File: src/rtl/cube_pkg.sv
// Shared constants, geometry and FSM state type for the LED cube frame transmitter.
package cube_pkg;
  localparam logic [7:0] CUBE_CMD_ADDR_WR = 8'hcc;
  localparam logic [7:0] CUBE_CMD_DATA_WR = 8'hda;
  localparam int LAYER_NUM   = 8;
  localparam int PIXEL_NUM   = 64;
  localparam int COLOR_BYTES = 3;

  typedef enum logic [3:0] {
    ST_IDLE,
    ST_CMD_A,
    ST_AFETCH,
    ST_AWAIT,
    ST_ASEND,
    ST_CMD_D,
    ST_DFETCH,
    ST_DWAIT,
    ST_DSEND,
    ST_DONE
  } tx_state_t;
endpackage

File: src/rtl/pixel_unpack.sv
// Holds one 24-bit colour word and presents it one byte at a time, MSB byte first.
module pixel_unpack
  import cube_pkg::*;
(
  input  logic        clk_in,
  input  logic        rst_in,
  input  logic        clear,
  input  logic        load,
  input  logic [23:0] load_data,
  input  logic        advance,
  output logic [7:0]  cur_byte,
  output logic        last_byte
);
  logic [23:0] pix_q;
  logic [1:0]  idx_q;

  // clear outranks load so an abort in the wait state leaves nothing behind
  always_ff @(posedge clk_in or posedge rst_in) begin
    if (rst_in) begin
      pix_q <= '0;
      idx_q <= '0;
    end else if (clear) begin
      pix_q <= '0;
      idx_q <= '0;
    end else if (load) begin
      pix_q <= load_data;
      idx_q <= 2'd0;
    end else if (advance && !last_byte) begin
      idx_q <= idx_q + 2'd1;
    end
  end

  always_comb begin
    case (idx_q)
      2'd0:    cur_byte = pix_q[23:16];
      2'd1:    cur_byte = pix_q[15:8];
      default: cur_byte = pix_q[7:0];
    endcase
  end

  assign last_byte = (idx_q == 2'(COLOR_BYTES - 1));
endmodule

File: src/rtl/cube_frame_tx.sv
// Streams one cube frame (optional address table, then colour data layer 7..0) as a byte stream.
// Byte handshake: a byte moves when byte_valid_out & byte_ready_in are both high on a clock edge; while valid is high and ready low, data and dc hold still.
module cube_frame_tx
  import cube_pkg::*;
#(
  parameter logic [7:0] CMD_ADDR_WR = CUBE_CMD_ADDR_WR,
  parameter logic [7:0] CMD_DATA_WR = CUBE_CMD_DATA_WR,
  parameter bit         SEND_ADDR   = 1'b1
) (
  input  logic        clk_in,
  input  logic        rst_in,
  input  logic        frame_start_in,
  input  logic        abort_in,
  output logic        rd_en_out,
  output logic        rd_sel_out,
  output logic [8:0]  rd_addr_out,
  input  logic [23:0] rd_data_in,
  output logic        byte_valid_out,
  input  logic        byte_ready_in,
  output logic [7:0]  byte_data_out,
  output logic        dc_out,
  output logic        busy_out,
  output logic        frame_done_out,
  output tx_state_t   state_dbg_out
);
  localparam logic [5:0] PIX_LAST  = 6'(PIXEL_NUM - 1);
  localparam logic [2:0] LAYER_TOP = 3'(LAYER_NUM - 1);

  tx_state_t  state_q;
  logic [5:0] pixel_q;
  logic [2:0] layer_q;
  logic [7:0] byte_q;
  logic       color_q;
  logic       accept;
  logic       do_abort;
  logic [7:0] unpack_byte;
  logic       unpack_last;

  assign accept        = byte_valid_out && byte_ready_in;
  assign do_abort      = abort_in && (state_q != ST_IDLE);
  assign byte_data_out = color_q ? unpack_byte : byte_q;
  assign state_dbg_out = state_q;

  pixel_unpack u_unpack (
    .clk_in    (clk_in),
    .rst_in    (rst_in),
    .clear     (do_abort),
    .load      (state_q == ST_DWAIT),
    .load_data (rd_data_in),
    .advance   ((state_q == ST_DSEND) && accept),
    .cur_byte  (unpack_byte),
    .last_byte (unpack_last)
  );

  always_ff @(posedge clk_in or posedge rst_in) begin
    if (rst_in) begin
      state_q        <= ST_IDLE;
      pixel_q        <= '0;
      layer_q        <= '0;
      byte_q         <= '0;
      color_q        <= 1'b0;
      rd_en_out      <= 1'b0;
      rd_sel_out     <= 1'b0;
      rd_addr_out    <= '0;
      byte_valid_out <= 1'b0;
      dc_out         <= 1'b0;
      busy_out       <= 1'b0;
      frame_done_out <= 1'b0;
    end else if (do_abort) begin
      state_q        <= ST_IDLE;
      pixel_q        <= '0;
      layer_q        <= '0;
      byte_q         <= '0;
      color_q        <= 1'b0;
      rd_en_out      <= 1'b0;
      rd_sel_out     <= 1'b0;
      rd_addr_out    <= '0;
      byte_valid_out <= 1'b0;
      dc_out         <= 1'b0;
      busy_out       <= 1'b0;
      frame_done_out <= 1'b0;
    end else begin
      rd_en_out      <= 1'b0;
      frame_done_out <= 1'b0;
      case (state_q)
        ST_IDLE: if (frame_start_in) begin
          busy_out       <= 1'b1;
          byte_valid_out <= 1'b1;
          dc_out         <= 1'b0;
          pixel_q        <= '0;
          layer_q        <= '0;
          byte_q         <= SEND_ADDR ? CMD_ADDR_WR : CMD_DATA_WR;
          state_q        <= SEND_ADDR ? ST_CMD_A : ST_CMD_D;
        end
        ST_CMD_A: if (accept) begin
          byte_valid_out <= 1'b0;
          rd_en_out      <= 1'b1;
          rd_sel_out     <= 1'b0;
          rd_addr_out    <= '0;
          pixel_q        <= '0;
          state_q        <= ST_AFETCH;
        end
        ST_AFETCH: state_q <= ST_AWAIT;
        ST_AWAIT: begin
          byte_q         <= rd_data_in[7:0];
          dc_out         <= 1'b1;
          byte_valid_out <= 1'b1;
          state_q        <= ST_ASEND;
        end
        ST_ASEND: if (accept) begin
          if (pixel_q == PIX_LAST) begin
            // data command follows the last address byte without a bubble
            byte_q  <= CMD_DATA_WR;
            dc_out  <= 1'b0;
            state_q <= ST_CMD_D;
          end else begin
            byte_valid_out <= 1'b0;
            pixel_q        <= pixel_q + 6'd1;
            rd_en_out      <= 1'b1;
            rd_addr_out    <= {3'd0, pixel_q + 6'd1};
            state_q        <= ST_AFETCH;
          end
        end
        ST_CMD_D: if (accept) begin
          byte_valid_out <= 1'b0;
          layer_q        <= LAYER_TOP;
          pixel_q        <= '0;
          rd_en_out      <= 1'b1;
          rd_sel_out     <= 1'b1;
          rd_addr_out    <= {LAYER_TOP, 6'd0};
          state_q        <= ST_DFETCH;
        end
        ST_DFETCH: state_q <= ST_DWAIT;
        ST_DWAIT: begin
          byte_valid_out <= 1'b1;
          dc_out         <= 1'b1;
          color_q        <= 1'b1;
          state_q        <= ST_DSEND;
        end
        ST_DSEND: if (accept && unpack_last) begin
          byte_valid_out <= 1'b0;
          color_q        <= 1'b0;
          if (pixel_q == PIX_LAST && layer_q == 3'd0) begin
            frame_done_out <= 1'b1;
            state_q        <= ST_DONE;
          end else if (pixel_q == PIX_LAST) begin
            layer_q     <= layer_q - 3'd1;
            pixel_q     <= '0;
            rd_en_out   <= 1'b1;
            rd_addr_out <= {layer_q - 3'd1, 6'd0};
            state_q     <= ST_DFETCH;
          end else begin
            pixel_q     <= pixel_q + 6'd1;
            rd_en_out   <= 1'b1;
            rd_addr_out <= {layer_q, pixel_q + 6'd1};
            state_q     <= ST_DFETCH;
          end
        end
        ST_DONE: begin
          busy_out   <= 1'b0;
          rd_sel_out <= 1'b0;
          state_q    <= ST_IDLE;
        end
        default: state_q <= ST_IDLE;
      endcase
    end
  end
endmodule

File: config.mk
export PLATFORM = sky130hd
export DESIGN_NAME = cube_frame_tx
export DESIGN_NICKNAME = d
export VERILOG_FILES = /design/src/rtl/cube_pkg.sv /design/src/rtl/pixel_unpack.sv /design/src/rtl/cube_frame_tx.sv
export SDC_FILE = /design/constraint.sdc
export NUM_CORES = 1
export LEC_CHECK = 0
export CAP_MARGIN = 15
export CELL_PAD_IN_SITES_DETAIL_PLACEMENT = 0
export CELL_PAD_IN_SITES_GLOBAL_PLACEMENT = 1
export CORE_UTILIZATION = 41
export CTS_CLUSTER_SIZE = 25
export DETAILED_ROUTE_END_ITERATION = 8
export PLACE_DENSITY_LB_ADDON = 0.1
export SYNTH_ARGS = -nofsm -noshare
export SYNTH_HDL_FRONTEND = slang
export SYNTH_SLANG_ARGS = --single-unit
File: constraint.sdc
create_clock -name clk_in -period 2.61 [get_ports clk_in]
set_input_delay 0.261 -clock clk_in [delete_from_list [all_inputs] [get_ports clk_in]]
set_output_delay 0.261 -clock clk_in [all_outputs]
set_load 0.05 [all_outputs]
==> out/qor.csv <==
metric,value,unit
layout.cells.non_filler,554,
clock_latency,0.34,ns
synth_cell_types,67,
outcome,"complete, no violations",
leakage,1.99,nW
timing.final.crit_share,0.919,
finClkSkew,0.0147,ns
grt_max_degree,43,
drv_cap,0,
hpwl,6390,um
drive_above_1_share,0.163,
fin_ws,0.212,ns
viasPerCell,5.48,
cts_max_level,3,
drt_wl_total,9250,um
fin_crit,2.40,ns
dpl_worst_slack,0.233,ns
crit_path_end_kind,register,
criticalPathCategory,reg2reg,
diodes,0,
initial_core_util,0.430,
cts_resized,0,
antenna_found_initial,0,
yosys_register_bits,63,
num_vias,3037,
synth_area_per_cell,9.30,um^2
worst-endpoint-required,2.83,ns
seqPwrFrac,0.273,
synth_edf_count,0,
syn_area,0.00359,mm^2
setup_viol,0,
p_switching,0.00194,W
post_cts_buffers,0,
vdd_drop_max,0.486,mV
fin_setup_tns,0,ns
grt_setup_unrepaired,no,
crit_fanout,9,
cts_buffers,9,
nNetsFinal,479,
cts.sinks,63,
fmax,0.417,GHz
drt_first_pass_iters,4,
die_x,95.6,um
yosysWarnings,0,
worstPathArrival,2.62,ns
grt_pass1_vias,2937,
dp_cells,538,
cts_tree,yes,
multi_input_area,0.00182,mm^2
grt.total_usage,0.222,
postCtsHoldBufs,0,
combPwrFrac,0.497,
netlist_instances,386,
area_growth,29.0,%
powerDensity,1020,mW/mm^2
slew_headroom,0.591,
placementRows,33,
register_area,0.00158,mm^2
slew_violations,0,
coreArea,0.00834,mm^2
root_buffer,clkbuf_8,
cts_buffer_depth,2,
routedWlPerCell,16.7,um
critPathLaunchType,register,
worst_pin_slew,0.614,ns
io_buffers,55,
synth_nets,421,
clkTransAtPathRegs,0.08,ns
yosysSeqAreaShare,0.439,
design.die.area,0.00913,mm^2
io_pins,56,
grt_overflow_total,0,
async_reset_ff_frac,1.00,
finalWeightedCongestion,0.848,
ant_nets,0,
ys.flop_type,dfrtp_1,
route.detailed.drc,0,
fillCellCount,784,
hp-class,in2async,
fp.dieH,95.6,um
finalHoldViolCount,0,
switching_share,0.410,
grt_pass1_wl,15300,um
drt_iter0_drc,153,
clockPowerShare,0.230,
p_int,0.00280,W
==> worst max-delay path, stage by stage, from the launching register on <==
cell	delay (ns)
dfrtp_1	0.40
ha_1	0.27
and4_2	0.36
nand3_2	0.22
a31oi_1	0.34
o22a_1	0.23
buf_4	0.16
mux2_4	0.30
==> sequential cells by signal (all words and copies together) (netlist names) <==
name	cells
byte_valid_out	1
color_q	1
u_unpack.idx_q	2
frame_done_out	1
byte_q	8
state_dbg_out	4
u_unpack.pix_q	24
rd_sel_out	1
pixel_q	6
rd_addr_out	9
layer_q	3
busy_out	1
dc_out	1
rd_en_out	1
==> cell usage in the layout, fill, tap and decap left out, types with 8 or more instances in the layout <==
cell	synthesis	final
clkbuf_8	0	11
a21oi_1	32	32
nand2_1	67	67
buf_4	2	17
o21ai_0	18	18
nand3_1	8	8
dfrtp_1	63	63
buf_12	0	10
nor2_1	26	26
a31oi_1	11	11
a22oi_1	8	8
clkdlybuf4s50_1	0	47
inv_1	13	12
a22o_1	12	12
==> worst paths after layout <==
check / startpoint / endpoint / slack [ns] / cells past startpoint
setup / recovery: pixel_q[0]$_DFFE_PP0P_ / rd_addr_out[0]$_DFFE_PP0P_ / 0.21 / 7
hold / removal: rst_in / rd_addr_out[6]$_DFFE_PP0P_ / 0.27 / 2
setup reg to reg: pixel_q[0]$_DFFE_PP0P_ / rd_addr_out[0]$_DFFE_PP0P_ / 0.21 / 7
hold reg to reg: byte_q[1]$_DFFE_PP0P_ / byte_q[1]$_DFFE_PP0P_ / 0.50 / 1
max in group asynchronous: rst_in / dc_out$_DFFE_PP0P_ / 1.74 / 3
min in group clk_in: rd_data_in[12] / u_unpack.pix_q[12]$_DFFE_PP0P_ / 0.46 / 3
==> layer usage <==
layer  routed length (um)  part of all wire  GRT usage
met5                    0                 0          0
met2                 4090              0.44      0.320
met3                  396             0.043     0.0407
met1                 4650              0.50      0.329
met4                  116             0.013     0.0808
==> Yosys cell counts, types with 2 or more instances <==
| cell type | count | area share |
|---|---|---|
| nand2_1 | 67 | 0.070 |
| dfrtp_1 | 63 | 0.44 |
| a21oi_1 | 32 | 0.045 |
| nor2_1 | 26 | 0.027 |
| o21ai_0 | 18 | 0.025 |
| clkbuf_1 | 15 | 0.016 |
| inv_1 | 13 | 0.014 |
| a22o_1 | 12 | 0.029 |
| a31oi_1 | 11 | 0.019 |
| a22oi_1 | 8 | 0.017 |
| nand3_1 | 8 | 0.011 |
| nor3_1 | 7 | 0.0098 |
| ha_1 | 6 | 0.021 |
| xnor2_1 | 6 | 0.015 |
| mux2_1 | 5 | 0.016 |
| mux2_4 | 5 | 0.021 |
| and3_1 | 4 | 0.0070 |
| buf_2 | 4 | 0.0056 |
| buf_6 | 4 | 0.013 |
| mux2i_1 | 4 | 0.011 |
| a21o_1 | 3 | 0.0063 |
| nor2b_1 | 3 | 0.0052 |
| o31a_1 | 3 | 0.0073 |
| a211o_1 | 2 | 0.0049 |
| a221oi_1 | 2 | 0.0049 |
| a31o_1 | 2 | 0.0049 |
| and2_1 | 2 | 0.0035 |
| buf_1 | 2 | 0.0021 |
| buf_4 | 2 | 0.0042 |
| nand3b_1 | 2 | 0.0042 |
| nand4b_1 | 2 | 0.0049 |
| o21a_1 | 2 | 0.0042 |
| o21ai_2 | 2 | 0.0049 |
| o21bai_1 | 2 | 0.0042 |
| o22a_1 | 2 | 0.0049 |
| or2_2 | 2 | 0.0035 |
| or3_1 | 2 | 0.0035 |
| xor2_1 | 2 | 0.0049 |
==> power groups by stage <==
| stage | clock network (W) | logic (W) | registers [W] |
|---|---|---|---|
| 3_3_place_gp | 0 | 0.00235 | 0.00131 |
| 4_1_cts | 0.00110 | 0.00236 | 0.00129 |
| 3_5_place_dp | 0 | 0.00235 | 0.00131 |
| 2_1_floorplan | 0 | 0.00142 | 0.00146 |
| 5_1_grt | 0.00115 | 0.00254 | 0.00132 |
| 6_report | 0.00109 | 0.00235 | 0.00130 |
==> per-stage QoR <==
step / util / hold slack, ns / cell area, um^2 / total power [W]
after global placement: 0.525 / 0.478 / 4380 / 0.00366
after CTS: 0.555 / 0.278 / 4630 / 0.00476
after detailed placement: 0.525 / 0.485 / 4380 / 0.00367
after global routing: 0.555 / 0.324 / 4630 / 0.00501
after floorplan: - / 0.392 / 3590 / 0.00288
final: 0.555 / 0.269 / 4630 / 0.00474
==> layout make-up <==
class	count	area share
Clock buffer	11	0.0327
Tap cell	105	0.0284
Sequential cell	63	0.340
Inverter	13	0.0105
Multi-Input combinational cell	283	0.393
Clock inverter	5	0.0224
Timing Repair Buffer	74	0.172
==> logic make-up (layout without fill, tap and decap cells) <==
group / after synthesis / in the layout / synth area share
flops: 63 / 63 / 0.439
fa+ha+maj: 7 / 7 / 0.0240
xor+xnor: 8 / 8 / 0.0195
simple gates: 142 / 142 / 0.200
mux: 15 / 15 / 0.0509
buf+inv: 40 / 103 / 0.0537
compound gates: 111 / 111 / 0.213
(Power assumes the default switching activity.)
